**config.mk**
```make
export PLATFORM = sky130hd
export DESIGN_NAME = datapath
export DESIGN_NICKNAME = d
export VERILOG_FILES = /design/src/rtl/datapath.sv
export SDC_FILE = /design/constraint.sdc
export NUM_CORES = 1
export LEC_CHECK = 0
export ABC_AREA = 1
export CORE_MARGIN = 2
export CORE_UTILIZATION = 30
export DETAILED_ROUTE_END_ITERATION = 10
export SYNTH_ARGS = -nofsm -noshare
export SYNTH_HDL_FRONTEND = slang
export SYNTH_SLANG_ARGS = --single-unit
```
**constraint.sdc**
```tcl
create_clock -name clk -period 1.6 [get_ports clk]
set_input_delay 0.48 -clock clk [delete_from_list [all_inputs] [get_ports clk]]
set_output_delay 0.48 -clock clk [all_outputs]
set_load 0.05 [all_outputs]
```
**src/rtl/datapath.sv**
```systemverilog
// Accumulator-machine datapath: instruction register, program counter,
// accumulator and ALU, steered by strobes from an external controller.
module datapath (
  input  logic       clk,
  input  logic       rst_n,
  input  logic       ld_ir,
  input  logic       ld_ac,
  input  logic       ld_pc,
  input  logic       inc_pc,
  input  logic       halt,
  input  logic       data_e,
  input  logic       sel,
  input  logic [7:0] data_in,
  output logic [4:0] addr,
  output logic [7:0] data_out,
  output logic       data_oe,
  output logic [2:0] opcode,
  output logic       zero,
  output logic [7:0] acc
);

  localparam int unsigned DW = 8;
  localparam int unsigned AW = 5;
  localparam int unsigned OW = 3;

  typedef enum logic [OW-1:0] {
    OP_HLT = 3'd0,
    OP_SKZ = 3'd1,
    OP_ADD = 3'd2,
    OP_AND = 3'd3,
    OP_XOR = 3'd4,
    OP_LDA = 3'd5,
    OP_STO = 3'd6,
    OP_JMP = 3'd7
  } op_e;

  logic [DW-1:0] ir_q;
  logic [AW-1:0] pc_q;
  logic [DW-1:0] acc_q;
  logic [DW-1:0] alu_c;
  logic [AW-1:0] operand_c;
  op_e           op_c;

  assign operand_c = ir_q[AW-1:0];
  assign op_c      = op_e'(ir_q[DW-1:AW]);

  // Instruction register
  always_ff @(posedge clk or negedge rst_n) begin
    if (!rst_n) begin
      ir_q <= '0;
    end else if (!halt && ld_ir) begin
      ir_q <= data_in;
    end
  end

  // Program counter; a jump load wins over an increment
  always_ff @(posedge clk or negedge rst_n) begin
    if (!rst_n) begin
      pc_q <= '0;
    end else if (!halt) begin
      if (ld_pc) begin
        pc_q <= operand_c;
      end else if (inc_pc) begin
        pc_q <= pc_q + AW'(1);
      end
    end
  end

  // ALU: result is truncated to the accumulator width
  always_comb begin
    alu_c = acc_q;
    unique case (op_c)
      OP_ADD:  alu_c = acc_q + data_in;
      OP_AND:  alu_c = acc_q & data_in;
      OP_XOR:  alu_c = acc_q ^ data_in;
      OP_LDA:  alu_c = data_in;
      OP_HLT, OP_SKZ, OP_STO, OP_JMP: alu_c = acc_q;
      default: alu_c = acc_q;
    endcase
  end

  // Accumulator
  always_ff @(posedge clk or negedge rst_n) begin
    if (!rst_n) begin
      acc_q <= '0;
    end else if (!halt && ld_ac) begin
      acc_q <= alu_c;
    end
  end

  // Zero flag looks at the stored accumulator, not the ALU output
  assign zero     = (acc_q == DW'(0));
  assign addr     = sel ? pc_q : operand_c;
  assign opcode   = ir_q[DW-1:AW];
  assign data_out = acc_q;
  assign data_oe  = data_e;
  assign acc      = acc_q;

endmodule

```
==> reports/qor.yml <==
status:
  status: "finished, violations left"
  violations: "negative setup slack"
power_and_ir_drop:
  powerDensity_nw_per_um2: 1749
  p_leak_nw: 1.354
  irDropWorstVdd_uv: 1212
drt:
  drc_errors: 0
  avgViaCountPerCell: 4.757
  dr.pass1.iters: 4
  drt_iter0_drc: 128
  wl_per_cell_um: 12.92
  vias: 1798
  final_antenna_net_count: 0
  wirelength_mm: 4.885
sta:
  tightest_slew_ns: 0.3636
  finalMaxSlewViolations: 0
  rsz0062_at_grt: "yes"
  post-route-period-util_pct: 122.8
  layout_setup_ws_ns: -0.3645
  setup_violations: 1
  hold_violations: 0
  maxSlewHeadroom_pct: 75.63
  min_period_ns: 1.964
  fin_worst_skew_ns: 0.003409
  fin_setup_tns_ns: -0.3645
  fmax_mhz: 509.0
global_route:
  gr-total-overflow: 0
  antenna_found_initial: 0
  grt_pass1_vias: 1794
  grt.total_usage_pct: 16.13
  grt_max_degree: 22
  grt_pass1_wl_mm: 8.190
logic_synthesis:
  synth_commonest_cells: "56 x nand2_1, 28 x inv_1, 21 x dfrtp_1"
  synth_nets: 268
  synth-compound-area-share_pct: 13.70
  netlist_area_um2: 1708
  ys_ff_latch: 21
  muxShareOfSynthArea_pct: 0.6593
  synth.most_common_cell: "nand2_1"
  synth_area_leaders: "dfrtp_1 31%, nand2_1 12%, ha_1 7.3%"
  syn_avg_cell_area_um2: 7.116
  synth_cell_types: 34
  synth_top_area_share_pct: 30.77
  synth-simple-area-share_pct: 30.04
  synthAdderAreaFrac_pct: 8.498
  synth_top_family_by_area: "simple AND/OR/NAND/NOR gates"
  ys_seq_area_share_pct: 30.77
  synthCells: 240
  synthArstFlopShare_pct: 100.0
  synth-warning-count: 0
  yosys.area_share.xor_xnor_pct: 2.051
  synth_largest_area_cell: "dfrtp_1"
  synth_edf_count: 0
  synth_top_flop_cell: "dfrtp_1"
layout:
  layout.nets: 335
  area_delta_synth_final_pct: 71.06
  num_antenna_cells: 0
  drive_above_1_share_pct: 40.52
floorplanning:
  core_area_um2: 5507
  die_h_um: 79.45
  die_width_um: 79.45
  boundaryPins: 43
  rows: 27
  initial_utilization_pct: 31.02
  design.die.area_um2: 6312
worst_setup_path:
  crit_chain: "nor4_2 -> buf_4 -> nand2_4 -> nor3_4 -> buf_12"
  criticalPathCategory: "reg -> out"
  rr_startpoint: "acc[0]$_DFFE_PN0P_"
  cp_slowest_stage_delay_ns: 0.41
  r2r_setup_slack_ns: 0.01
  cp.required_ns: 1.12
  cp_slowest_cell: "dfrtp_2"
  r2r_end: "acc[6]$_DFFE_PN0P_"
  critical-path-top-delay-family: "simple AND/OR/NAND/NOR gates"
  cp_data_arrival_time_ns: 1.48
  r2r_cells: 10
  crit_buf_inv: 2
  end_kind: "primary output"
  cp_max_fo: 2
  cp-start-kind: "register"
cts:
  h-tree-depth: 1
  cts_hold_buf: 0
  cts.sinks: 21
  post-cts-setup-buffers: 0
  clock_path_buffers: 2
  insertion_delay_ns: 0.26
  clk_pin_slew_ns: 0.08
  cts_root_buf: "clkbuf_8"
  tritoncts: "yes"
  numCtsBuffers: 3
min_path:
  holdPathStages: 2
  hold_start: "ir_q[1]$_DFFE_PN0P_"
  worstHoldEndpoint: "ir_q[1]$_DFFE_PN0P_"
  min_path_type: "reg -> reg"
place:
  gp_congestion: 0.8588
  pre_cts_ws_ns: -0.6200
  dp_hpwl_mm: 3.745
  place.port_buffers: 40
job:
  maxCapViolations: 0
==> per-stage QoR <==
stage	instance area, um^2	hold slack [ns]	instances	total power [mW]	util, %
4_1_cts	2840	0.4940	379	4.915	51.58
3_5_place_dp	2731	0.4747	374	4.435	49.60
5_1_grt	2922	0.5177	378	5.417	53.06
3_3_place_gp	2731	0.4653	374	4.401	49.60
2_1_floorplan	1828	0.1844	240	2.860	-
6_report	2922	0.4885	378	5.110	53.06
==> what timing repair did <==
item | CTS | global route
pin swaps | 10 | 14
resized for setup | 28 | 25
gates cloned | 1 | 0
endpoints found under the setup margin | 13 | 13
endpoints found under the hold margin | 0 | 0
==> kinds of logic after synthesis <==
| family | Yosys count |
|---|---|
| and+or+nand+nor | 111 |
| buffers and inverters | 48 |
| AOI/OAI and AO/OA | 44 |
| DFF | 21 |
| adders and majority gates | 11 |
| xor gates and xnor gates | 4 |
| muxes | 1 |
==> worst max path at each step <==
stage	from	endpoint	slack, ns	depth (start not counted)
finish	acc[5]$_DFFE_PN0P_	zero	-0.36	5
global route	acc[5]$_DFFE_PN0P_	zero	-0.43	5
CTS	acc[5]$_DFFE_PN0P_	zero	-0.37	5
detailed placement	data_in[0]	acc[6]$_DFFE_PN0P_	-0.62	11
global placement	data_in[0]	acc[6]$_DFFE_PN0P_	-0.60	12
floorplan	acc[7]$_DFFE_PN0P_	zero	-0.28	3
==> worst reg2reg max path, cell delays in order (launching register included) <==
cell	delay, ns
dfrtp_2	0.39
ha_4	0.15
inv_2	0.04
fa_2	0.35
inv_2	0.07
nand2_2	0.05
nand2_2	0.07
nand3b_1	0.09
nand3_1	0.10
nand3_1	0.08
a21oi_1	0.12
==> area by class of cell <==
| class | count | area (um^2) |
|---|---|---|
| clock buffers | 4 | 45.04 |
| flip-flops and latches | 21 | 536.8 |
| multi-input cells | 171 | 1177 |
| repair buffers | 79 | 948.4 |
| inverters | 31 | 123.9 |
| fillers | 509 | 2585 |
| well taps | 72 | 90.09 |
==> layout by cell type, fill, tap and decap left out, drive strengths merged, types with 4 or more instances in the layout <==
| cell | count |
|---|---|
| buf | 66 |
| nand2 | 57 |
| inv | 31 |
| o21ai | 21 |
| dfrtp | 21 |
| nor2 | 20 |
| a21oi | 18 |
| nand3 | 17 |
| ha | 10 |
| nand4 | 9 |
| clkdlybuf4s50 | 7 |
| clkbuf | 5 |
| xor2 | 4 |
| dlygate4sd2 | 4 |
==> power breakdown <==
group          switching [mW]  leakage [nW]  total, mW  internal, mW
Clock                   0.179        0.0228      0.357         0.178
Sequential              0.155         0.239      0.854         0.700
Combinational            2.05          1.09       3.90          1.85
==> state kept, by name, summed over array words and instances (netlist names) <==
name  flops
acc       8
ir_q      8
pc_q      5
==> per-layer routing <==
metal  part of all wire [%]  track usage (%)  vias up
met3                    3.3            1.923        4
met2                     49            27.31       38
met1                     46            21.78      846
met5                      0                0        -
met4                    1.0            4.138        0
li1                       -                -      910
No activity file was read; power rests on OpenSTA's default activity.
==> patch 1, RTL diff (same flow settings) <==
Remove the case item `OP_ADD` of the case on `op_c`.
--- a/src/rtl/datapath.sv
+++ b/src/rtl/datapath.sv
@@ -72,3 +72,2 @@
     unique case (op_c)
-      OP_ADD:  alu_c = acc_q + data_in;
       OP_AND:  alu_c = acc_q & data_in;
Formal check against the unedited RTL: not equivalent (a bounded check fails within 4 cycles, from zero or initial values and one cycle with rst_n low).
==> patch 1 against the original RTL <==
- setup slack improved by 320 ps
- largest cell class is now buffers
- cell area fell by 17%
- power fell by 32%
- maximum frequency rose by 20%
- routed wire length fell by 27%
- sequential cell count did not move
- synthesized area fell by 17%
- first-iteration DRC count fell by 71%
- the flow still finishes with violations (negative setup slack)
==> patch 1: results (changes against the original RTL) <==
Run status
  • Outcome: finished, violations left
  • Failing checks: negative setup slack

Clocking
  • Post-CTS resize count: 12 (-57%)

Power and ir drop
  • Internal power: 0.00193 W (-29%)
  • Leak Pwr: 1.20 nW (-11%)
  • Power in sequential cells: 0.000757 W (-11%)
  • Peak VDD IR: 1.23 mV (+1.9%)

Place
  • Placed Cells: 297 (-21%)
  • GP Congestion: 0.820 (-4.6%)
  • Placed cell areas: 2290 sq um (-16%)
  • HPWL after DPL: 2670 microns (-29%)

Synth
  • Post-synthesis adder-cell area fraction: 7.92% (-0.58 points)
  • Mux contribution to synthesized area: 0% (-0.66 points)
  • Syn nets: 220 (-18%)
  • Xor/xnor cell area share of the yosys netlist: 0.616% (-1.4 points)
  • Sequential fraction of the synthesis area: 36.9% (+6.2 points)
  • Syn avg cell area: 7.33 sq um (+3.0%)
  • Synth top cells by count: nand2_1, nand3_1, dfrtp_1
  • Synth area leaders: dfrtp_1, nand2_1, nand3_1
  • Yosys cell types: 21 (-38%)

Layout
  • Register area: 529 sq um (-1.4%)
  • Final Net Count: 277 (-17%)
  • Multi-input comb cells: 140 (-18%)
  • Multi-input logic area: 798 sq um (-32%)
  • Filler cells: 426 (-16%)
  • Signal inverters: 14 (-55%)
  • NonClk Buf Share: 38.2% (+5.8 points)
  • Clock buf/inv share: 1.86% (+0.32 points)
  • Seq/total area: 21.9% (+3.5 points)

Setup path
  • Slowest stage delay, CP: 430 ps (+20 ps)
  • Worst R2R Path Depth: 6 (-4)
  • CP arrival: 1160 ps (-320 ps)
  • Worst setup path startpoint: acc[7]$_DFFE_PN0P_
  • Critical path's top delay family: flip-flops

Detailed routing
  • Final WL: 3570 microns (-27%)
  • Mean routed wirelength per cell: 11.8 microns (-9.1%)
  • Met2 wire length: 1680 microns (-30%)
  • DR vias: 1409 (-22%)
  • WL met3: 171 microns (+4.9%)
  • Initial drt markers: 37 (-71%)

GRT
  • GR Util met3: 3.73% (+1.8 points)
  • Met2 Track Usage GR: 24.1% (-3.2 points)
  • First-pass GRT wire length: 6330 microns (-23%)
  • Tot GR Track Use: 15.0% (-1.1 points)

STA
  • Final worst slack: -43.6 ps (+321 ps)
  • Final setup fails: 1 (unchanged)
patch 1: cell count changes after synthesis, moves of 4 or more:
cell / before / now
nand3_1: 15 / 24
inv_1: 28 / 10
nor2_1: 19 / 13
o21ai_0: 18 / 4
buf_2: 0 / 4
xor2_1: 4 / 0
a21oi_1: 18 / 10
nand2_1: 56 / 62
patch 1: through the flow:
step / setup slack (ps) / total power (W) / setup TNS [ps]
final: -43.6 / 0.00349 / -43.6
after global routing: -83.0 / 0.00369 / -83.0
after CTS: -26.1 / 0.00348 / -26.1
after detailed placement: -369 / 0.00307 / -1810
after global placement: -358 / 0.00305 / -1730
after floorplan: -25.6 / 0.00202 / -76.9
patch 1: final timing paths:
check	to	slack [ps]
max in group asynchronous	pc_q[2]$_DFFE_PN0P_	780
worst max register to register	acc[7]$_DFFE_PN0P_	380
worst min-delay path	ir_q[1]$_DFFE_PN0P_	530
worst min register to register	ir_q[1]$_DFFE_PN0P_	530
min in group asynchronous	pc_q[1]$_DFFE_PN0P_	570
worst max-delay path	zero	-40
==> patch 2, RTL diff (same flow settings) <==
Without the edit above. Put a register stage on the outputs `addr`, `data_oe`, `opcode` and `zero`, cleared by the reset. The values now appear one clock later. The other outputs are not delayed to match.
--- a/src/rtl/datapath.sv
+++ b/src/rtl/datapath.sv
@@ -91,7 +91,16 @@
   // Zero flag looks at the stored accumulator, not the ALU output
-  assign zero     = (acc_q == DW'(0));
-  assign addr     = sel ? pc_q : operand_c;
-  assign opcode   = ir_q[DW-1:AW];
+  always_ff @(posedge clk or negedge rst_n) begin
+    if (!rst_n) begin
+      addr    <= '0;
+      data_oe <= '0;
+      opcode  <= '0;
+      zero    <= '0;
+    end else begin
+      addr    <= sel ? pc_q : operand_c;
+      data_oe <= data_e;
+      opcode  <= ir_q[DW-1:AW];
+      zero    <= (acc_q == DW'(0));
+    end
+  end
   assign data_out = acc_q;
-  assign data_oe  = data_e;
   assign acc      = acc_q;
Check against the original RTL: not equivalent (a bounded check fails within 4 cycles, from zero or initial values and one cycle with rst_n low).
==> patch 2 against the original RTL <==
- register-to-register slack better by 100 ps
- routed wire length up 0.98%
- cell count up 2.9%
- setup slack better by 440 ps
- cell area up 1.9%
- synthesized area up 10%
- count of clock-buffer cells in the layout up 2
- sequential share of layout area up 8.0 points
- sequential cell count up 10
- clock power up 130%
- power up 8.0%
- sequential power up 38%
==> patch 2: results (changes against the original RTL) <==
Power and ir drop
  • Peak VDD IR: 1.09 mV (-10%)
  • Leak Pwr: 1.44 nW (+6.7%)
  • Total power: 0.00552 W (+8.0%)
  • Power in sequential cells: 0.00118 W (+38%)
  • Clock network power: 0.000809 W (+130%)

Clocking
  • CTS buffer count: 5 (+2)
  • CTS H-tree lvls: 2 (+1)

Setup path
  • Worst setup path startpoint: acc[6]$_DFFE_PN0P_
  • RR Endpoint: acc[1]$_DFFE_PN0P_
  • Slowest stage delay, CP: 430 ps (+20 ps)
  • Worst R2R Path Depth: 6 (-4)
  • Crit path to: data_out[6]
  • CP arrival: 1040 ps (-440 ps)

Worst hold path
  • Hold Startpoint: ir_q[7]$_DFFE_PN0P_
  • Hold Path Sink: opcode[2]$_DFF_PN0_
  • Worst Hold Depth: 0 (-2)

Synth
  • Complex-gate fraction of the synthesized area: 11.5% (-2.2 points)
  • Syn avg cell area: 7.51 sq um (+5.5%)
  • Post-synthesis adder-cell area fraction: 7.04% (-1.5 points)
  • Yosys cell types: 27 (-21%)
  • Mux contribution to synthesized area: 0% (-0.66 points)
  • Synth area leaders: dfrtp_1, nand2_1, inv_1

STA
  • Hold_ws: 459 ps (-29.1 ps)
  • Skew final: 8.79 ps (+5.38 ps)
  • Slew margin rel.: 67.5% (-8.2 points)
  • F_max: 0.657 GHz (+29%)

Place
  • Place WS: -592 ps (+28.0 ps)
  • Placed Cells: 381 (+1.9%)
  • GP Congestion: 0.798 (-7.1%)
  • Placed cell areas: 2820 sq um (+3.1%)
  • PortBufs: 42 (+5.0%)

Run status
  • Outcome: finished clean

GRT
  • First-pass GRT wire length: 8370 microns (+2.2%)
  • Tot GR Track Use: 14.8% (-1.3 points)
  • Largest net degree at the start of global routing: 32 (+45%)
  • GR Util met3: 3.28% (+1.4 points)
  • Met2 Track Usage GR: 25.7% (-1.7 points)

Layout
  • Filler cells: 547 (+7.5%)
  • Final Instance Area: 2980 sq um (+1.9%)

Detailed routing
  • Drt via density: 4.74 (-0.29%)
  • Initial drt markers: 124 (-3.1%)
## patch 2: cell types whose count changed after synthesis, sizes merged, moves of 2 or more
cell	before	now
nand4	9	1
nand3b	2	0
nor2	20	23
nand2	57	70
buf	14	8
dfrtp	21	31
nand3	17	20
a21oi	18	16
inv	31	35
## patch 2: repair_timing
item,in CTS,in global routing
resized for setup,15,1
hold endpoints to repair,0,0
endpoints found under the setup margin,7,3
pin swaps,3,5
## patch 2: per-layer routing
| layer | routed length (microns) | part of all wire, % |
|---|---|---|
| met5 | 0 | 0 |
| met4 | 33 | 0.67 |
| met3 | 237 | 4.8 |
| met2 | 2460 | 50 |
| met1 | 2200 | 45 |
## patch 2: area by class of cell
| class | instances | share of cell area [%] |
|---|---|---|
| well taps | 75 | 3.15 |
| inverters | 35 | 4.41 |
| repair buffers | 66 | 28.9 |
| multi-input cells | 174 | 33.2 |
| clock inverters | 2 | 1.18 |
| flip-flops and latches | 31 | 26.3 |
| clock buffers | 6 | 2.77 |
